**src/rtl/run_sequencer.sv**
```systemverilog
// run_sequencer: launches NUM_PROGS programs back to back on an external
// processor, one after another, and reports how long each one ran.
//
// Ports:
//   i_clk        - single clock, all state updates on its rising edge
//   i_rst        - asynchronous active-high reset
//   i_go         - begins a batch when sampled high while idle
//   i_abort      - synchronously ends the batch and returns to idle
//   i_ack        - done flag from the processor
//   o_start      - start request to the processor (registered)
//   o_prog_idx   - index of the program being launched or run
//   o_busy       - high whenever the sequencer is not idle
//   o_run_done   - one-cycle pulse at the end of each program (registered)
//   o_cycles     - run-cycle count of the most recently finished program
//   o_timed_out  - sticky: some program of the current batch timed out
//   o_batch_done - one-cycle pulse when the last program finishes (registered)
//   o_state      - current FSM state, for debug and checkers
//
// Start/Ack handshake: o_start is held high for exactly START_CYCLES cycles
// per launch; Ack is ignored during that window because the processor may
// still be showing the done flag of the previous run. From the first cycle
// after o_start falls, every cycle with Ack low adds one to the run count,
// and the first cycle sampled with Ack high ends the run. If the count
// reaches TIMEOUT with Ack still low the run is abandoned.
module run_sequencer #(
  parameter int          NUM_PROGS    = 3,
  parameter int          START_CYCLES = 2,
  parameter logic [15:0] TIMEOUT      = 16'd10000
) (
  input  logic        i_clk,
  input  logic        i_rst,
  input  logic        i_go,
  input  logic        i_abort,
  input  logic        i_ack,
  output logic        o_start,
  output logic [1:0]  o_prog_idx,
  output logic        o_busy,
  output logic        o_run_done,
  output logic [15:0] o_cycles,
  output logic        o_timed_out,
  output logic        o_batch_done,
  output logic [1:0]  o_state
);

  typedef enum logic [1:0] {
    S_IDLE   = 2'd0,
    S_LAUNCH = 2'd1,
    S_RUN    = 2'd2,
    S_NEXT   = 2'd3
  } state_t;

  localparam int            LW          = (START_CYCLES > 1) ? $clog2(START_CYCLES) : 1;
  localparam logic [LW-1:0] LAUNCH_LAST = LW'(START_CYCLES - 1);
  localparam logic [1:0]    LAST_PROG   = 2'(NUM_PROGS - 1);

  state_t          r_state;
  logic [LW-1:0]   r_launch_cnt;
  logic [15:0]     r_run_cnt;
  logic            r_start;
  logic [1:0]      r_prog_idx;
  logic            r_run_done;
  logic [15:0]     r_cycles;
  logic            r_timed_out;
  logic            r_batch_done;

  always_ff @(posedge i_clk or posedge i_rst) begin
    if (i_rst) begin
      r_state      <= S_IDLE;
      r_launch_cnt <= '0;
      r_run_cnt    <= '0;
      r_start      <= 1'b0;
      r_prog_idx   <= 2'd0;
      r_run_done   <= 1'b0;
      r_cycles     <= 16'd0;
      r_timed_out  <= 1'b0;
      r_batch_done <= 1'b0;
    end else begin
      // Pulses default low; they are only raised for a single cycle below.
      r_run_done   <= 1'b0;
      r_batch_done <= 1'b0;
      if (i_abort) begin
        // Abort outranks everything, including Go in idle and Ack in run.
        // Cycles and TimedOut deliberately keep their values.
        r_state <= S_IDLE;
        r_start <= 1'b0;
      end else begin
        case (r_state)
          S_IDLE: begin
            if (i_go) begin
              r_state      <= S_LAUNCH;
              r_prog_idx   <= 2'd0;
              r_timed_out  <= 1'b0;
              r_start      <= 1'b1;
              r_launch_cnt <= '0;
            end
          end
          S_LAUNCH: begin
            if (r_launch_cnt == LAUNCH_LAST) begin
              r_state   <= S_RUN;
              r_start   <= 1'b0;
              r_run_cnt <= 16'd0;
            end else begin
              r_launch_cnt <= r_launch_cnt + LW'(1);
            end
          end
          S_RUN: begin
            // Ack is checked first so that it wins a tie with the timeout.
            if (i_ack) begin
              r_cycles   <= r_run_cnt;
              r_run_done <= 1'b1;
              r_state    <= S_NEXT;
            end else if (r_run_cnt == TIMEOUT) begin
              r_cycles    <= TIMEOUT;
              r_timed_out <= 1'b1;
              r_run_done  <= 1'b1;
              r_state     <= S_NEXT;
            end else if (r_run_cnt != 16'hFFFF) begin
              r_run_cnt <= r_run_cnt + 16'd1;
            end
          end
          S_NEXT: begin
            if (r_prog_idx == LAST_PROG) begin
              r_batch_done <= 1'b1;
              r_state      <= S_IDLE;
            end else begin
              r_prog_idx   <= r_prog_idx + 2'd1;
              r_state      <= S_LAUNCH;
              r_start      <= 1'b1;
              r_launch_cnt <= '0;
            end
          end
          default: r_state <= S_IDLE;
        endcase
      end
    end
  end

  assign o_start      = r_start;
  assign o_prog_idx   = r_prog_idx;
  assign o_busy       = (r_state != S_IDLE);
  assign o_run_done   = r_run_done;
  assign o_cycles     = r_cycles;
  assign o_timed_out  = r_timed_out;
  assign o_batch_done = r_batch_done;
  assign o_state      = r_state;

endmodule

```
**config.mk**
```make
export PLATFORM = sky130hd
export DESIGN_NAME = run_sequencer
export DESIGN_NICKNAME = d
export VERILOG_FILES = /design/src/rtl/run_sequencer.sv
export SDC_FILE = /design/constraint.sdc
export NUM_CORES = 1
export LEC_CHECK = 0
export ABC_AREA = 0
export CORE_AREA = 2 2 68 70
export CTS_CLUSTER_DIAMETER = 100
export DETAILED_ROUTE_END_ITERATION = 6
export DIE_AREA = 0 0 70 72
export PLACE_DENSITY = 0.78
export SYNTH_ARGS = -nofsm -noshare
export SYNTH_HDL_FRONTEND = slang
export SYNTH_SLANG_ARGS = --single-unit
```
**constraint.sdc**
```tcl
create_clock -name i_clk -period 2.5 [get_ports i_clk]
set_input_delay 0.625 -clock i_clk [delete_from_list [all_inputs] [get_ports i_clk]]
set_output_delay 0.625 -clock i_clk [all_outputs]
set_load 0.01 [all_outputs]
```
Word level (Yosys, flattened, before mapping). Cells that the tools add are included.

Register bits after elaboration: 41. Bits of input ports: 5.

Add/subtract/negate cells: 3. Equal/unequal tests: 17. Muxes and demuxes: 36. Bitwise operators: 1. Reductions and logical operators: 15.

Operators with widths (number): $mux W16 (6); $pmux W16 S2 (1); $mux W1 (17); $add A16 B1 Y16 const B (1); $eq A16 B14 Y1 const B (1); $ne A16 B16 Y1 const B (1); $mux W2 (7); $ne A2 B2 Y1 const B (7); $reduce_and A4 Y1 (3); $reduce_bool A2 Y1 (5); $ne A3 B3 Y1 const B (3); $pmux W2 S4 (1); $eq A2 B2 Y1 const B (3); $pmux W1 S3 (2); $reduce_and A3 Y1 (2); $reduce_and A6 Y1 (1); $reduce_and A5 Y1 (1); $ne A4 B4 Y1 const B (1); $pmux W2 S2 (1); $reduce_bool A4 Y1 (1); $reduce_bool A3 Y1 (1); $add A2 B1 Y2 const B (1); $eq A2 B1 Y1 const B (1); $logic_not A2 Y1 (1); other kinds (3) (3).

Longest topological paths before layout. Gate-level depths: netlist of run 1.

Depth in word-level cells: 5. Gate-level depth with buffers: 11.

Worst setup path before layout of run 1. Ideal clock, no wire load.

Path type: register to register. From: reg r_state[0], in the netlist o_state[0]. To: reg r_run_cnt[15]. Setup time: 0.124 ns. Arrival time: 2.065 ns. Required time: 2.376 ns. Path slack: 0.311 ns. Stages on the path, launching flop included: 12. Path buffers: 4. Period minus slack after synthesis: 2.189 ns. Cells stage by stage: dfrtp_1 inv_1 ha_1 buf_2 nand2_1 o2111ai_1 nand2b_1 buf_6 or2_1 buf_6 buf_8 a211o_1.

Longest elaborated chain between the ends: 3.

Ends and longest elaborated chain: from (decl) (line 56) `state_t r_state;`; from (signal assigned) (line 68) `r_state <= S_IDLE;`; from (signal assigned) (line 84) `r_state <= S_IDLE;`; from (signal assigned) (line 90) `r_state <= S_LAUNCH;`; $eq A2 B2 Y1 / $eq A2 B1 Y1 (equally long branches) (line 87) `case (r_state)`; $ne A2 B2 Y1 (no line) / $reduce_bool A2 Y1 (equally long branches); $reduce_and A6 Y1 (no line); to (signal assigned) (line 118) `r_run_cnt <= r_run_cnt + 16'd1;`; to (decl) (line 58) `logic [15:0] r_run_cnt;`.

Parallel ways exist; a longest one is shown, timed or not. A chain may end at the register's enable or synchronous reset.

Worst setup path after layout of run 1.
From: reg r_state[0], in the netlist o_state[0]. To: out o_busy.

Longest elaborated chain between the ends: 1.

Ends and longest elaborated chain: $reduce_bool A2 Y1 (line 140) `assign o_busy = (r_state != S_IDLE);`; to (decl) (line 37) `output logic o_busy,`.

No other way between the ends.

==> out/qor.txt, run 1 <==
outcome = finished, final reports clean
async set or reset register ratio after synthesis = 1.00
Setup crit start kind = flop
worst slew pin tran = 618 ps
cell leakage power = 1.19 nW
FF-to-FF path depth = 8
Pins Over Slew Limit = 0
fmax = 0.422 GHz
I/O pin total = 30
Placed Instances = 332
Die Span X = 70 um
DRT antenna net count = 0
RSZ-0062 raised after global routing = no
drt first pass iters = 4
Yosys Warn Count = 0
final hold vios = 0
CP required = 1880 ps
final net count = 300
largest net degree at the start of global routing = 42
clock edge transition at the registers on the reported setup and hold paths = 80 ps
GR met1 Demand/Resource = 0.275
MaxCap Viol Count = 0
clock skew = 4.73 ps
FF-to-FF End = r_run_cnt[6]$_DFFE_PP0P_
Die Y = 72 um
root buf cell = clkbuf_8
die area = 5040 um2
final worst path period need = 2370 ps
Tcrit/Tclk final = 0.949
global-route wire length before repair = 8.54 mm
# port buffers = 29
Via Count = 1,932
Cells after Synth = 258
met2 Use GR = 0.350
hpwl dp = 3.49 mm
final setup TNS = 0 ps
row cnt = 24
Crit. End Element = primary output
Syn Nets = 271
antenna violations before repair = 0
Clock H-tree levels = 2
mean post-synth cell area = 8.96 um2
starting density of the core = 0.542
routed len/inst = 14.4 um
Tot Pwr = 2.51 mW
CTS tree = done
First DRT Iteration DRCs = 128
WHS Endpoint = o_cycles[9]$_DFFE_PP0P_
flop and latch count out of synthesis = 41
slew margin rel. = 0.587
Inserted Clock Buffers = 5
Hold WC Path Type = flop to flop
Residual DRC = 0
EDFF count, synth = 0
clock buffer depth = 2
gr usage total = 0.213
layout cell share with drive strength beyond 1 = 0.0833
data arrival time of the worst path = 1750 ps
gr busiest metal = met2
Seq/Total Area, Yosys = 0.444
vias in the first global route = 1,836
worst r2r src = o_state[0]$_DFFE_PP0P_
Filler Cell Count = 373
crit path kind = flop to primary output
core area = 4260 um2
Cell Area, Synth = 2310 um2
RD Place Congestion = 0.873
vias per inst = 5.68
Final Non-Filler Cells = 340
clock sinks = 41
Inserted Diodes = 0
Syn-to-layout area delta = 18.2%
worst-path fanout max = 5
clk_lat worst skew = 290 ps
total gr overflow = 0
endpoints failing setup = 0
power per cell area = 919 nW/um2
worst vdd ir = 0.702 mV
main flop type after synthesis = dfrtp_1
worst hold path stage count = 2
Distinct cells, synth = 49
# Post-CTS Setup Buffers = 0
final wirelength = 4.89 mm
r2r setup slk = 300 ps
Hold Path Origin = o_cycles[9]$_DFFE_PP0P_
global routing usage on met3 = 0.0458
-- synth_stat cells (2+ instances only) --
cell type,n,share of area
a211o_1,5,0.019
a31oi_1,4,0.011
and3_1,4,0.011
and4_1,2,0.0076
buf_2,3,0.0065
buf_6,3,0.015
clkbuf_1,7,0.011
clkbuf_2,2,0.0043
dfrtp_1,41,0.44
ha_1,8,0.043
inv_1,11,0.018
nand2_1,53,0.086
nand2b_1,4,0.011
nand3_1,7,0.015
nand3b_1,5,0.016
nand4_1,4,0.011
nor2_1,13,0.021
nor2b_1,6,0.016
nor3_1,3,0.0065
nor4_1,5,0.014
o211ai_1,2,0.0065
o21ai_0,32,0.069
o221ai_1,5,0.019
o22a_1,2,0.0076
or4_1,3,0.0097
-- layer usage --
layer  vias to the layer above  part of all wire
met5                         -                 0
met1                       903              0.46
li1                        970                 -
met3                        11             0.046
met4                         0             0.022
met2                        48              0.47
-- critical path, stage by stage, from the launching register on --
cell and delay [ps]:
dfrtp_1 420, inv_1 140, ha_1 270, inv_1 90
clkdlybuf4s50_1 540
-- stage by stage --
step                setup WS (ps)  instance area (um2)   util  hold slack (ps)
floorplan                     311                 2310      -              471
global placement              162                 2640  0.620              461
detailed placement            123                 2640  0.620              469
CTS                           123                 2730  0.639              486
global route                 77.2                 2730  0.641              518
finish                        129                 2730  0.641              479
-- logic make-up after synthesis --
group                      after synthesis  synth area share
AOI/OAI and AO/OA                       59             0.163
adders and majority gates                8            0.0433
buffers and inverters                   29            0.0660
DFF                                     41             0.444
muxes                                    2           0.00920
and+or+nand+nor                        119             0.274
-- timing repair --
item,4_1_cts,5_1_grt
gates resized for setup,0,1
hold buffers,0,0
endpoints found under the setup margin,0,16
-- flip-flops by register name, indices dropped and copies added (netlist names) --
| name | cells |
|---|---|
| o_run_done | 1 |
| o_start | 1 |
| o_cycles | 16 |
| o_batch_done | 1 |
| o_prog_idx | 2 |
| o_timed_out | 1 |
| r_run_cnt | 16 |
| o_state | 2 |
| r_launch_cnt | 1 |
-- placed cells by master, fill, tap and decap left out, types with 6 or more instances in the layout --
| cell | instances |
|---|---|
| clkdlybuf4s50_1 | 29 |
| buf_4 | 11 |
| nor2b_1 | 6 |
| nand3_1 | 7 |
| nor2_1 | 13 |
| dfrtp_1 | 41 |
| ha_1 | 8 |
| o21ai_0 | 32 |
| nand2_1 | 53 |
| inv_1 | 11 |
-- area by class of cell --
cell class                 instances  area, um2  share of cell area
clock buffer                       6       72.6              0.0266
timing repair buffer              40        373               0.136
inverter                          11       41.3              0.0151
sequential                        41       1030               0.375
clock inverter                     2       10.0             0.00366
tap                               52       65.1              0.0238
multi-input combinational        188       1140               0.419
-- power by group --
group | switching [mW] | internal [mW] | leakage (nW)
clock network | 0.224 | 0.193 | 0.0450
registers | 0.224 | 0.863 | 0.553
logic | 0.506 | 0.500 | 0.594
-- how the worst max path moves through the flow --
stage	from	cells past startpoint	slack (ps)	endpoint
2_1_floorplan	o_state[0]$_DFFE_PP0P_	11	310	r_run_cnt[15]$_DFFE_PP0P_
3_3_place_gp	i_ack	7	160	r_run_cnt[2]$_DFFE_PP0P_
3_5_place_dp	i_ack	3	120	o_cycles[4]$_DFFE_PP0P_
4_1_cts	o_state[0]$_DFFE_PP0P_	4	120	o_busy
5_1_grt	o_state[0]$_DFFE_PP0P_	4	80	o_busy
6_report	o_state[0]$_DFFE_PP0P_	4	130	o_busy
Power figures use the tool's default switching activity.
==> inputs of run 2 (changes only) <==
Settings changed: GPL_TIMING_DRIVEN from default to 0.
==> run 2 against run 1 <==
Via count up 4.7%. Non-clock buffer count is 7 higher. Clock skew up 3.3 ps. Sequential share of layout area down 0.49 points. Maximum frequency rose by 1.6%. First-iteration DRC count fell by 16%. Core utilization increased by 0.85 points. Final area increased by 1.3%. Die area stayed put. Cell count increased by 1.8%. Worst hold slack better by 2.4 ps.
==> out/qor.txt, run 2 (synthesis results as in run 1) <==
outcome = finished, final reports clean
vias in the first global route = 1,892 (+3.1%)
worst-path cell chain = clkdlybuf4s50_1 -> inv_1 -> o2111ai_1 -> nand2b_1 -> buf_6 -> or2_1 -> buf_6 -> buf_8 -> a211o_1
clk_lat worst skew = 300 ps (about the same)
Via Count = 2,022 (+4.7%)
Die Span X = 70 um (unchanged)
Setup crit start kind = input pin
critical path's most frequent cell = buf_6
vias per inst = 5.84 (+2.8%)
worst slew pin tran = 859 ps (+241 ps)
clock buffer depth = 2 (unchanged)
I/O pin total = 30 (unchanged)
layout cell share with drive strength beyond 1 = 0.0816 (-0.00170)
crit path kind = input pin to flop
post-cts resize count = 0 (unchanged)
slew margin rel. = 0.427 (-0.161)
Crit. End Element = flop
RSZ-0062 raised after global routing = no
Largest stage delay, worst path = 480 ps (-60 ps)
WL met1 = 2.33 mm (+3.8%)
cell leakage power = 1.21 nW (+1.8%)
total gr overflow = 0 (unchanged)
Final Non-Filler Cells = 346 (+1.8%)
Inserted Diodes = 0 (unchanged)
met3 WL = 308 um (+38%)
CP max-delay cell = clkdlybuf4s50_1
First DRT Iteration DRCs = 108 (-16%)
data arrival time of the worst path = 2520 ps (+770 ps)
fmax = 0.429 GHz (+1.6%)
clock skew = 8.04 ps (+3.31 ps)
Tcrit/Tclk final = 0.933 (-0.0150)
starting density of the core = 0.542 (unchanged)
RD Place Congestion = 0.932 (+6.8%)
Pins Over Slew Limit = 0 (unchanged)
MaxCap Viol Count = 0 (unchanged)
gr usage total = 0.224 (+0.0115)
global-route wire length before repair = 9.07 mm (+6.2%)
Syn-to-layout area delta = 19.8%
Inserted Clock Buffers = 5 (unchanged)
Die Y = 72 um (unchanged)
met2 routed WL = 2.55 mm (+9.8%)
final setup TNS = 0 ps (unchanged)
drt first pass iters = 5 (+1)
DR top layer = met4
most frequent cells in the layout = nand2_1 (53), dfrtp_1 (41), o21ai_0 (32)
# port buffers = 28 (-3.4%)
Reg area = 1030 um2 (unchanged)
die area = 5040 um2 (unchanged)
Clock H-tree levels = 2 (unchanged)
Multi-input gate area = 1130 um2 (-0.98%)
root buf cell = clkbuf_8
worst-path fanout max = 10 (+5)
WHS = 481 ps (+2.38 ps)
antenna violations before repair = 0 (unchanged)
power per cell area = 965 nW/um2 (+5.0%)
Filler Cell Count = 389 (+4.3%)
core area = 4260 um2 (unchanged)
final net count = 307 (+2.3%)
clock edge transition at the registers on the reported setup and hold paths = 90 ps (about the same)
routed len/inst = 15.1 um (+5.2%)
clock sinks = 41 (unchanged)
final hold vios = 0 (unchanged)
DRT antenna net count = 0 (unchanged)
Residual DRC = 0 (unchanged)
most common cell after layout, fill and taps aside = nand2_1
CP required = 2690 ps (+810 ps)
endpoints failing setup = 0 (unchanged)
CTS tree = done
largest net degree at the start of global routing = 42 (unchanged)
row cnt = 24 (unchanged)
Hold WC Path Type = flop to flop
final worst path period need = 2330 ps (-37.6 ps)
Placed Instances = 338 (+1.8%)
Tot Pwr = 2.67 mW (+6.4%)
r2r setup slk = 200 ps (-100 ps)
final wirelength = 5.24 mm (+7.1%)
worst vdd ir = 0.614 mV (-13%)
hpwl dp = 3.66 mm (+4.9%)
==> run 2: metrics by stage <==
stage,util,worst slack [ps],instance area [um2]
final,0.649,166,2770
after global placement,0.623,-106,2660
after global routing,0.649,45.9,2770
after detailed placement,0.623,-139,2660
after floorplan,-,311,2310
after CTS,0.648,138,2760
==> run 2: metal layers <==
layer	up-vias	global-route usage
met1	961	0.289
met3	7	0.0458
met4	0	0.0726
li1	984	-
met5	-	0
met2	70	0.383
==> run 2: final cells by class <==
class	count	share of cell area
multi-input combinational	188	0.409
sequential	41	0.371
timing repair buffer	29	0.104
buffer	18	0.0402
clock buffer	5	0.0249
tap	52	0.0235
inverter	11	0.0149
clock inverter	2	0.0127
==> run 2: repair_timing <==
action / CTS / global route
hold buffers: 0 / 0
setup endpoints to repair: 0 / 1
hold endpoints to repair: 0 / 0
setup buffers: 0 / 1
==> run 2: path summary, 6_finish.rpt <==
kind,start,end,cells past startpoint
hold / removal,o_cycles[8]$_DFFE_PP0P_,o_cycles[8]$_DFFE_PP0P_,2
hold reg to reg,o_cycles[8]$_DFFE_PP0P_,o_cycles[8]$_DFFE_PP0P_,2
setup / recovery,i_abort,r_run_cnt[9]$_DFFE_PP0P_,9
max in group asynchronous,i_rst,o_state[0]$_DFFE_PP0P_,2
setup reg to reg,o_state[0]$_DFFE_PP0P_,r_run_cnt[9]$_DFFE_PP0P_,10
min in group asynchronous,i_rst,r_run_cnt[7]$_DFFE_PP0P_,2
==> run 2: report_power, final <==
group / switching [mW] / total, mW / internal, mW / leakage [nW]
clock network: 0.245 / 0.535 / 0.291 / 0.0540
registers: 0.203 / 1.07 / 0.863 / 0.553
logic: 0.552 / 1.07 / 0.519 / 0.607
total: 1.00 / 2.67 / 1.67 / 1.21
==> run 2: critical path: cells and delay by family <==
| family | cells | cell delay [ps] |
|---|---|---|
| buffers and inverters | 5 | 1070 |
| AND/OR/NAND/NOR | 2 | 410 |
| AO/OA/AOI/OAI | 2 | 430 |
